--- config.mk ---
export PLATFORM = sky130hd
export DESIGN_NAME = bus_arbiter
export DESIGN_NICKNAME = d
export VERILOG_FILES = /design/src/rtl/bus_arbiter_pkg.sv /design/src/rtl/bus_arbiter_rr_pick2.sv /design/src/rtl/bus_arbiter.sv
export SDC_FILE = /design/constraint.sdc
export NUM_CORES = 1
export LEC_CHECK = 0
export ABC_AREA = 1
export CAP_MARGIN = 0
export CORE_MARGIN = 2
export CORE_UTILIZATION = 44
export DETAILED_ROUTE_END_ITERATION = 8
export MAX_ROUTING_LAYER = met4
export PLACE_DENSITY_LB_ADDON = 0.25
export SKIP_LAST_GASP = 1
export SYNTH_ARGS = -nofsm -noshare
export SYNTH_HDL_FRONTEND = slang
export SYNTH_SLANG_ARGS = --single-unit
--- constraint.sdc ---
create_clock -name clk -period 8.8 [get_ports clk]
set_input_delay 1.32 -clock clk [delete_from_list [all_inputs] [get_ports clk]]
set_output_delay 1.32 -clock clk [all_outputs]
set_load 0.005 [all_outputs]
--- src/rtl/bus_arbiter_pkg.sv ---
// Shared definitions for the two-master bus arbiter: FSM state encoding
// and master identifiers.
package bus_arbiter_pkg;

    typedef logic [1:0] state_t;

    localparam state_t S_IDLE   = 2'd0;
    localparam state_t S_ACCESS = 2'd1;
    localparam state_t S_RESP   = 2'd2;

    localparam logic M_FETCH = 1'b0;
    localparam logic M_LSU   = 1'b1;

endpackage

--- src/rtl/bus_arbiter_rr_pick2.sv ---
// Two-way round-robin pick: a sole requester wins, and on a tie the master
// that was not granted last time wins.
module rr_pick2
    import bus_arbiter_pkg::*;
(
    input  logic [1:0] req,
    input  logic       last,
    output logic       grant,
    output logic       valid
);

    // Priority select from the request pair and the last-owner bit.
    always_comb begin
        valid = |req;
        grant = M_FETCH;
        if (req[0] && req[1]) begin
            grant = ~last;
        end else if (req[1]) begin
            grant = M_LSU;
        end
    end

endmodule

--- src/rtl/bus_arbiter.sv ---
// Two-master (fetch / load-store) arbiter onto a single-cycle downstream bus.
// One access per three cycles: IDLE picks and latches, ACCESS drives the
// bus and captures the response, RESP returns it to the owner.
//
// state  | meaning
// -------+-------------------------------------------------------------
// IDLE   | waiting; on any request latch the winner and move to ACCESS
// ACCESS | acs_en=1 for one cycle, response captured at the cycle end
// RESP   | owner gets its one-cycle ack with the captured rdata/error
module bus_arbiter
    import bus_arbiter_pkg::*;
#(
    parameter int XLEN = 32
) (
    input  logic              clk,
    input  logic              rst,

    input  logic              m0_req,
    input  logic              m0_wr,
    input  logic [XLEN/8-1:0] m0_bytes,
    input  logic [XLEN-1:0]   m0_addr,
    input  logic [XLEN-1:0]   m0_wdata,
    output logic              m0_ack,
    output logic [XLEN-1:0]   m0_rdata,
    output logic              m0_error,

    input  logic              m1_req,
    input  logic              m1_wr,
    input  logic [XLEN/8-1:0] m1_bytes,
    input  logic [XLEN-1:0]   m1_addr,
    input  logic [XLEN-1:0]   m1_wdata,
    output logic              m1_ack,
    output logic [XLEN-1:0]   m1_rdata,
    output logic              m1_error,

    output logic              acs_en,
    output logic              acs_wr,
    output logic [XLEN/8-1:0] acs_bytes,
    output logic [XLEN-1:0]   acs_addr,
    output logic [XLEN-1:0]   acs_wdata,
    input  logic [XLEN-1:0]   acs_rdata,
    input  logic              acs_error
);

    localparam int BW = XLEN / 8;

    state_t            state;
    state_t            state_nxt;
    logic              owner;
    logic              last_owner;
    logic              pick;
    logic              pick_valid;
    logic              start;
    logic              in_access;
    logic              in_resp;

    logic              lat_wr;
    logic [BW-1:0]     lat_bytes;
    logic [XLEN-1:0]   lat_addr;
    logic [XLEN-1:0]   lat_wdata;
    logic [XLEN-1:0]   rsp_rdata;
    logic              rsp_error;

    rr_pick2 u_pick (
        .req   ({m1_req, m0_req}),
        .last  (last_owner),
        .grant (pick),
        .valid (pick_valid)
    );

    assign start     = (state == S_IDLE) && pick_valid;
    assign in_access = (state == S_ACCESS);
    assign in_resp   = (state == S_RESP);

    // Next-state logic; ACCESS and RESP always advance regardless of requests.
    always_comb begin
        state_nxt = state;
        case (state)
            S_IDLE:   if (pick_valid) state_nxt = S_ACCESS;
            S_ACCESS: state_nxt = S_RESP;
            S_RESP:   state_nxt = S_IDLE;
            default:  state_nxt = S_IDLE;
        endcase
    end

    // State register; reset aborts any in-flight transaction.
    always_ff @(posedge clk or posedge rst) begin
        if (rst) begin
            state <= S_IDLE;
        end else begin
            state <= state_nxt;
        end
    end

    // Owner and last-owner only move on a grant; reset favours master 0 on the first tie.
    always_ff @(posedge clk or posedge rst) begin
        if (rst) begin
            owner      <= M_FETCH;
            last_owner <= M_LSU;
        end else if (start) begin
            owner      <= pick;
            last_owner <= pick;
        end
    end

    // Capture the winner's request so later req/field changes cannot disturb it.
    always_ff @(posedge clk or posedge rst) begin
        if (rst) begin
            lat_wr    <= 1'b0;
            lat_bytes <= '0;
            lat_addr  <= '0;
            lat_wdata <= '0;
        end else if (start) begin
            lat_wr    <= (pick == M_LSU) ? m1_wr    : m0_wr;
            lat_bytes <= (pick == M_LSU) ? m1_bytes : m0_bytes;
            lat_addr  <= (pick == M_LSU) ? m1_addr  : m0_addr;
            lat_wdata <= (pick == M_LSU) ? m1_wdata : m0_wdata;
        end
    end

    // Register the downstream response at the end of the ACCESS cycle.
    always_ff @(posedge clk or posedge rst) begin
        if (rst) begin
            rsp_rdata <= '0;
            rsp_error <= 1'b0;
        end else if (in_access) begin
            rsp_rdata <= acs_rdata;
            rsp_error <= acs_error;
        end
    end

    // Downstream drive, gated to ACCESS so the bus is quiet otherwise.
    always_comb begin
        acs_en    = in_access;
        acs_wr    = in_access & lat_wr;
        acs_bytes = in_access ? lat_bytes : '0;
        acs_addr  = in_access ? lat_addr  : '0;
        acs_wdata = in_access ? lat_wdata : '0;
    end

    // Responses go only to the owner and only during RESP; read data is not
    // filtered on writes.
    always_comb begin
        m0_ack   = in_resp && (owner == M_FETCH);
        m1_ack   = in_resp && (owner == M_LSU);
        m0_rdata = m0_ack ? rsp_rdata : '0;
        m1_rdata = m1_ack ? rsp_rdata : '0;
        m0_error = m0_ack & rsp_error;
        m1_error = m1_ack & rsp_error;
    end

endmodule

==> results of run 1 <==
-- cell families (layout without fill, tap and decap cells) --
group,count (synthesis),count (layout),share of synthesized area [%]
simple gates,524,524,34.94
buf+inv,306,587,19.27
flops,106,106,43.03
compound gates,34,34,2.759
-- per-layer routing --
layer  track usage [%]  vias to the layer above  wire, µm
li1                  -                     3348         -
met1             31.03                     3002      7666
met2             43.33                      267      9241
met3             7.296                       53      1786
met4             12.50                        0       857
met5                 -                        -         0
-- worst paths after layout --
kind | endpoint
worst max register to register | lat_addr[8]
worst max-delay path | m0_rdata[25]
worst min register to register | lat_wdata[5]
worst min-delay path | lat_wdata[5]
min in group asynchronous | lat_addr[19]
max in group asynchronous | lat_bytes[3]
-- synth_stat cells --
cell type,n
nor2_4,1
buf_1,5
buf_4,1
clkbuf_1,21
o21ai_0,20
inv_1,246
dfrtp_1,105
o21ai_1,14
dfstp_2,1
inv_2,4
nor2_2,1
nand3_1,140
buf_2,29
nand2_1,246
nand2_2,1
nor2_1,135
-- final cells by class --
class	instances	area [µm²]
clock buffers	9	225.2
multi-input cells	558	2330
repair buffers	321	3186
fillers	1235	4121
flip-flops and latches	106	2654
inverters	250	940.9
clock inverters	7	91.34
well taps	180	225.2
-- power by group through the flow --
stage	Sequential, mW	Combinational, mW	Clock, mW
after floorplan	0.820	0.716	0
after global placement	0.841	1.23	0
after detailed placement	0.847	1.26	0
after CTS	0.844	1.27	0.442
after global routing	0.873	1.41	0.463
final	0.845	1.26	0.433
-- layout by cell type (no fill, tap or decap), types with 4 or more instances in the layout --
cell / count
o21ai_1: 14
clkdlybuf4s50_1: 311
o21ai_0: 20
inv_1: 245
clkbuf_16: 9
inv_2: 4
nor2_1: 135
dfrtp_1: 105
buf_4: 9
nand3_1: 140
nand2_1: 244
-- metrics by stage --
step | power, mW | utilization, %
detailed placement | 2.109 | 67.78
global placement | 2.076 | 67.78
CTS | 2.555 | 70.08
global route | 2.745 | 70.08
finish | 2.534 | 70.08
floorplan | 1.536 | -
-- sequential cells by signal, indices dropped and copies added (netlist names) --
signal	cells
last_owner	1
lat_addr	32
lat_bytes	4
lat_wdata	32
lat_wr	1
owner	1
rsp_error	1
rsp_rdata	32
state	2
-- worst max-delay path, cell delays in order, from the launching register on --
cell and delay (ps):
dfrtp_1 400, inv_2 70, nand3_1 880, nor2_1 360, clkdlybuf4s50_1 570
==> run_results.csv, run 1 <==
group,metric,value,unit
run_status,status,"finished, final reports clean",
setup_path,crit_path_max_fanout,34,
placed_design,globalplace.congestion,0.8785,
global_route,grt_pass1_vias,6109,
power_and_ir_drop,p_leak,5.122,nW
synthesis,syn-num-nets,1145,
timing,hold_viol_final,0,
drt,route.vias.total,6670,
setup_path,worstSetupPathType,"flop to output port",
setup_path,cp.arrival,2640,ps
global_route,grt_pass1_wl,30.53,mm
synthesis,ys_ff_latch,106,
drt,ant_nets,0,
floorplanning,fp-row-count,43,
drt,drc,0,
synthesis,syn_area,6167,µm²
floorplanning,start_util,44.78,%
flow_run,cap_violations,0,
clock_network,hold_buffers,0,
setup_path,critical_path_required,7480,ps
clock_network,tritoncts,"done",
synthesis,synth_cells,970,
finish,fin_nets,1421,
setup_path,reg2reg_depth,7,
setup_path,r2r_slack,6410,ps
floorplanning,die_h,122.4,µm
clock_network,numCtsBuffers,9,
placed_design,placed_cell_area,9335,µm²
global_route,grt_max_degree,73,
drt,viasPerCell,4.661,
timing,tns,0,ps
finish,antenna_cells,0,
clock_network,cts.clk_slew.worst_paths,70,ps
clock_network,cts.repair.resized,0,
drt,wire_per_inst,13.66,µm
global_route,antenna_found_initial,0,
clock_network,ctsRootBufferMaster,"clkbuf_16",
timing,rsz0062_at_grt,"no",
min_path,hp-class,"flop to flop",
floorplanning,coreArea,13770,µm²
timing,fmax,0.2528,GHz
setup_path,endpoint_kind,"output port",
setup_path,crit_path_start_kind,"flop",
finish,stdcell_count,1431,
power_and_ir_drop,power_frac_seq,33.4,%
global_route,grt_overflow,0,
synthesis,synth_area_leaders,"dfrtp_1, inv_1, nand2_1, nand3_1, nor2_1",
placed_design,post-place-ws,5060,ps
timing,slew_viol_final,0,
placed_design,io_buffers,312,
drt,first_pass_iters,5,
synthesis,syn_area_per_cell,6.358,µm²
timing,worst_pin_slew,1319,ps
finish,drive_gt1_share,2.958,%
synthesis,synth_warnings,0,
min_path,whs_path_depth,2,
synthesis,synth_top_area_share,42.60,%
clock_network,cts_setup_buffers,0,
drt,wl,19.55,mm
power_and_ir_drop,switching_share,39.20,%
timing,period_needed,3956,ps
clock_network,clock_sink_count,106,
timing,period_share,44.96,%
timing,setup_ws,4844,ps
finish,area_growth,56.50,%
timing,finClkSkew,6.221,ps
clock_network,clock_path_buffers,2,
clock_network,clkLatencyLatePin,350,ps
power_and_ir_drop,pwr-share-clk,17.1,%
floorplanning,die_w,122.4,µm
timing,whs,480.5,ps
power_and_ir_drop,p_comb_share,49.6,%
synthesis,yosysSeqAreaShare,43.03,%
floorplanning,io_pins,313,
power_and_ir_drop,pwr_density_cell,262.6,nW/µm²
power_and_ir_drop,peakVddDrop,161.1,µV
setup_path,r2r_start,"last_owner",
clock_network,h-tree-depth,3,
power_and_ir_drop,switchingPower,0.9934,mW
finish,final_area,9652,µm²
synthesis,synth_cell_types,16,
timing,setup_violations,0,
placed_design,hpwl,13.62,mm
timing,slew_headroom,11.83,%
synthesis,yosysTopAreaCell,"dfrtp_1",
global_route,grt_usage,26.79,%
placed_design,placed_cells,1415,
min_path,min_from,"lat_wdata[5]",
drt,drt_iter0_markers,485,
floorplanning,dieArea,14980,µm²
setup_path,startpoint,"state[0]",
power_and_ir_drop,p_int,1.541,mW
Note: power is estimated with default switching activity, not from simulation.
==> run 2, diff against run 1 <==
- CORE_UTILIZATION: 44 -> 37
- clock period: 8.8 -> 3.4 ns (I/O delays scaled with it)
==> run 2 against run 1 <==
Net effect: sequential share of layout area is 0.24 points lower; cell count grew 2.9%; global-route usage is 4.2 points lower; sequential power rose to 2.6 times the previous value; setup slack worse by 4400 ps; first-iteration DRC count shrank 39%; non-clock buffer count up 2; flip-flop and latch count is the same; design area up 0.88%; utilization is 11 points lower; die area grew 18%.
==> run_results.csv, run 2 (same netlist as run 1, synthesis figures left out) <==
group,metric,value,unit
clock_network,clkLatencyLatePin,340,ps
min_path,hold_path_end,"lat_wdata[19]",
finish,top_regs,"lat_addr: 32 flops, lat_wdata: 32 flops, rsp_rdata: 32 flops",
finish,stdcell_count,1473,
min_path,whs_path_depth,2,
min_path,hp-class,"flop to flop",
run_status,status,"finished, final reports clean",
finish,area_growth,57.88,%
global_route,grt_max_degree,73,
floorplanning,io_pins,313,
finish,antenna_cells,0,
drt,ant_nets,0,
floorplanning,coreArea,16470,µm²
power_and_ir_drop,power,6.563,mW
timing,setup_violations,0,
drt,viasPerCell,4.358,
setup_path,worstReg2RegEnd,"rsp_rdata[29]",
setup_path,r2r_slack,1050,ps
drt,wire_per_inst,13.04,µm
clock_network,hold_buffers,0,
drt,drc,0,
timing,period_needed,2941,ps
placed_design,placed_cells,1457,
drt,drt_iter0_markers,297,
floorplanning,dieArea,17720,µm²
clock_network,clock_path_buffers,2,
placed_design,placed_cell_area,9413,µm²
clock_network,ctsRootBufferMaster,"clkbuf_16",
placed_design,post-place-ws,798.3,ps
finish,drive_gt1_share,3.113,%
clock_network,clock_sink_count,106,
placed_design,globalplace.congestion,0.8051,
timing,fmax,0.3400,GHz
drt,first_pass_iters,5,
setup_path,worstSetupPathType,"flop to output port",
power_and_ir_drop,pwr_density_cell,674.0,nW/µm²
clock_network,cts.repair.resized,0,
clock_network,cts_setup_buffers,0,
floorplanning,fp-row-count,47,
drt,wl,19.20,mm
setup_path,cp.arrival,2430,ps
global_route,grt_usage,22.60,%
placed_design,hpwl,13.36,mm
timing,finClkSkew,4.996,ps
global_route,antenna_found_initial,0,
finish,final_cell_mix,"clkdlybuf4s50_1, inv_1, nand2_1",
power_and_ir_drop,peakVddDrop,544.6,µV
setup_path,endpoint_kind,"output port",
setup_path,reg2reg_depth,6,
timing,slew_headroom,41.40,%
timing,rsz0062_at_grt,"no",
timing,hold_viol_final,0,
finish,layout_commonest_cell,"clkdlybuf4s50_1",
clock_network,numCtsBuffers,9,
drt,route.vias.total,6419,
global_route,grt_overflow,0,
finish,final_area,9737,µm²
min_path,min_from,"lat_wdata[19]",
setup_path,r2r_start,"state[1]",
floorplanning,start_util,37.45,%
global_route,grt_pass1_wl,30.93,mm
clock_network,tritoncts,"done",
setup_path,critical_path_required,2890,ps
floorplanning,die_h,133.1,µm
global_route,grt_pass1_vias,5964,
setup_path,crit_path_start_kind,"flop",
power_and_ir_drop,p_leak,5.136,nW
setup_path,crit_path_max_fanout,45,
placed_design,io_buffers,312,
clock_network,h-tree-depth,3,
flow_run,cap_violations,0,
timing,worst_pin_slew,875.8,ps
finish,fin_nets,1423,
timing,setup_ws,459.1,ps
timing,slew_viol_final,0,
timing,period_share,86.50,%
timing,tns,0,ps
floorplanning,die_w,133.1,µm
clock_network,cts.clk_slew.worst_paths,70,ps
## run 2: cell types whose count changed in the layout (fill, tap and decap cells not counted), sizes merged
cell    change
inv         +2
clkinv      -2
buf         +2
## run 2: how the worst max path moves through the flow
stage / slack, ps / startpoint / to
2_1_floorplan: 100 / rst / lat_addr[0]
3_3_place_gp: 840 / state[1] / acs_addr[5]
3_5_place_dp: 800 / state[1] / acs_addr[19]
4_1_cts: 420 / state[1] / acs_addr[19]
5_1_grt: 230 / state[1] / acs_addr[19]
6_report: 460 / state[1] / acs_addr[19]
## run 2: final cells by class
cell class / instances / area (µm²)
fill: 1592 / 6729
timing repair buffer: 323 / 3213
clock buffer: 9 / 225.2
clock inverter: 7 / 98.84
tap: 220 / 275.3
sequential: 106 / 2654
inverter: 250 / 940.9
multi-input combinational: 558 / 2330
## run 2: through the flow
step                hold slack (ps)  utilization [%]
finish                        478.3            59.13
global placement              461.4            57.17
detailed placement            464.9            57.17
floorplan                     443.2                -
CTS                           484.3            59.13
global route                  502.0            59.13
## run 2: report_power, final
group          switching (mW)  internal (mW)  total (mW)
Clock                   0.480          0.653        1.13
Combinational            1.80           1.45        3.26
Sequential              0.275           1.90        2.17
## run 2: critical path, stage by stage, from the launching register on
cell and delay (ps):
dfrtp_1 400, inv_2 70, nand2_2 460, buf_4 470, nor2_1 150, clkdlybuf4s50_1 510
## run 2: per-layer routing
layer	wire, µm	vias up	share of wire, %	track usage, %
met1	8190	2832	43	27.85
li1	-	3346	-	-
met3	1506	18	7.8	5.594
met5	0	-	0	-
met2	9206	223	48	36.82
met4	300	0	1.6	7.092
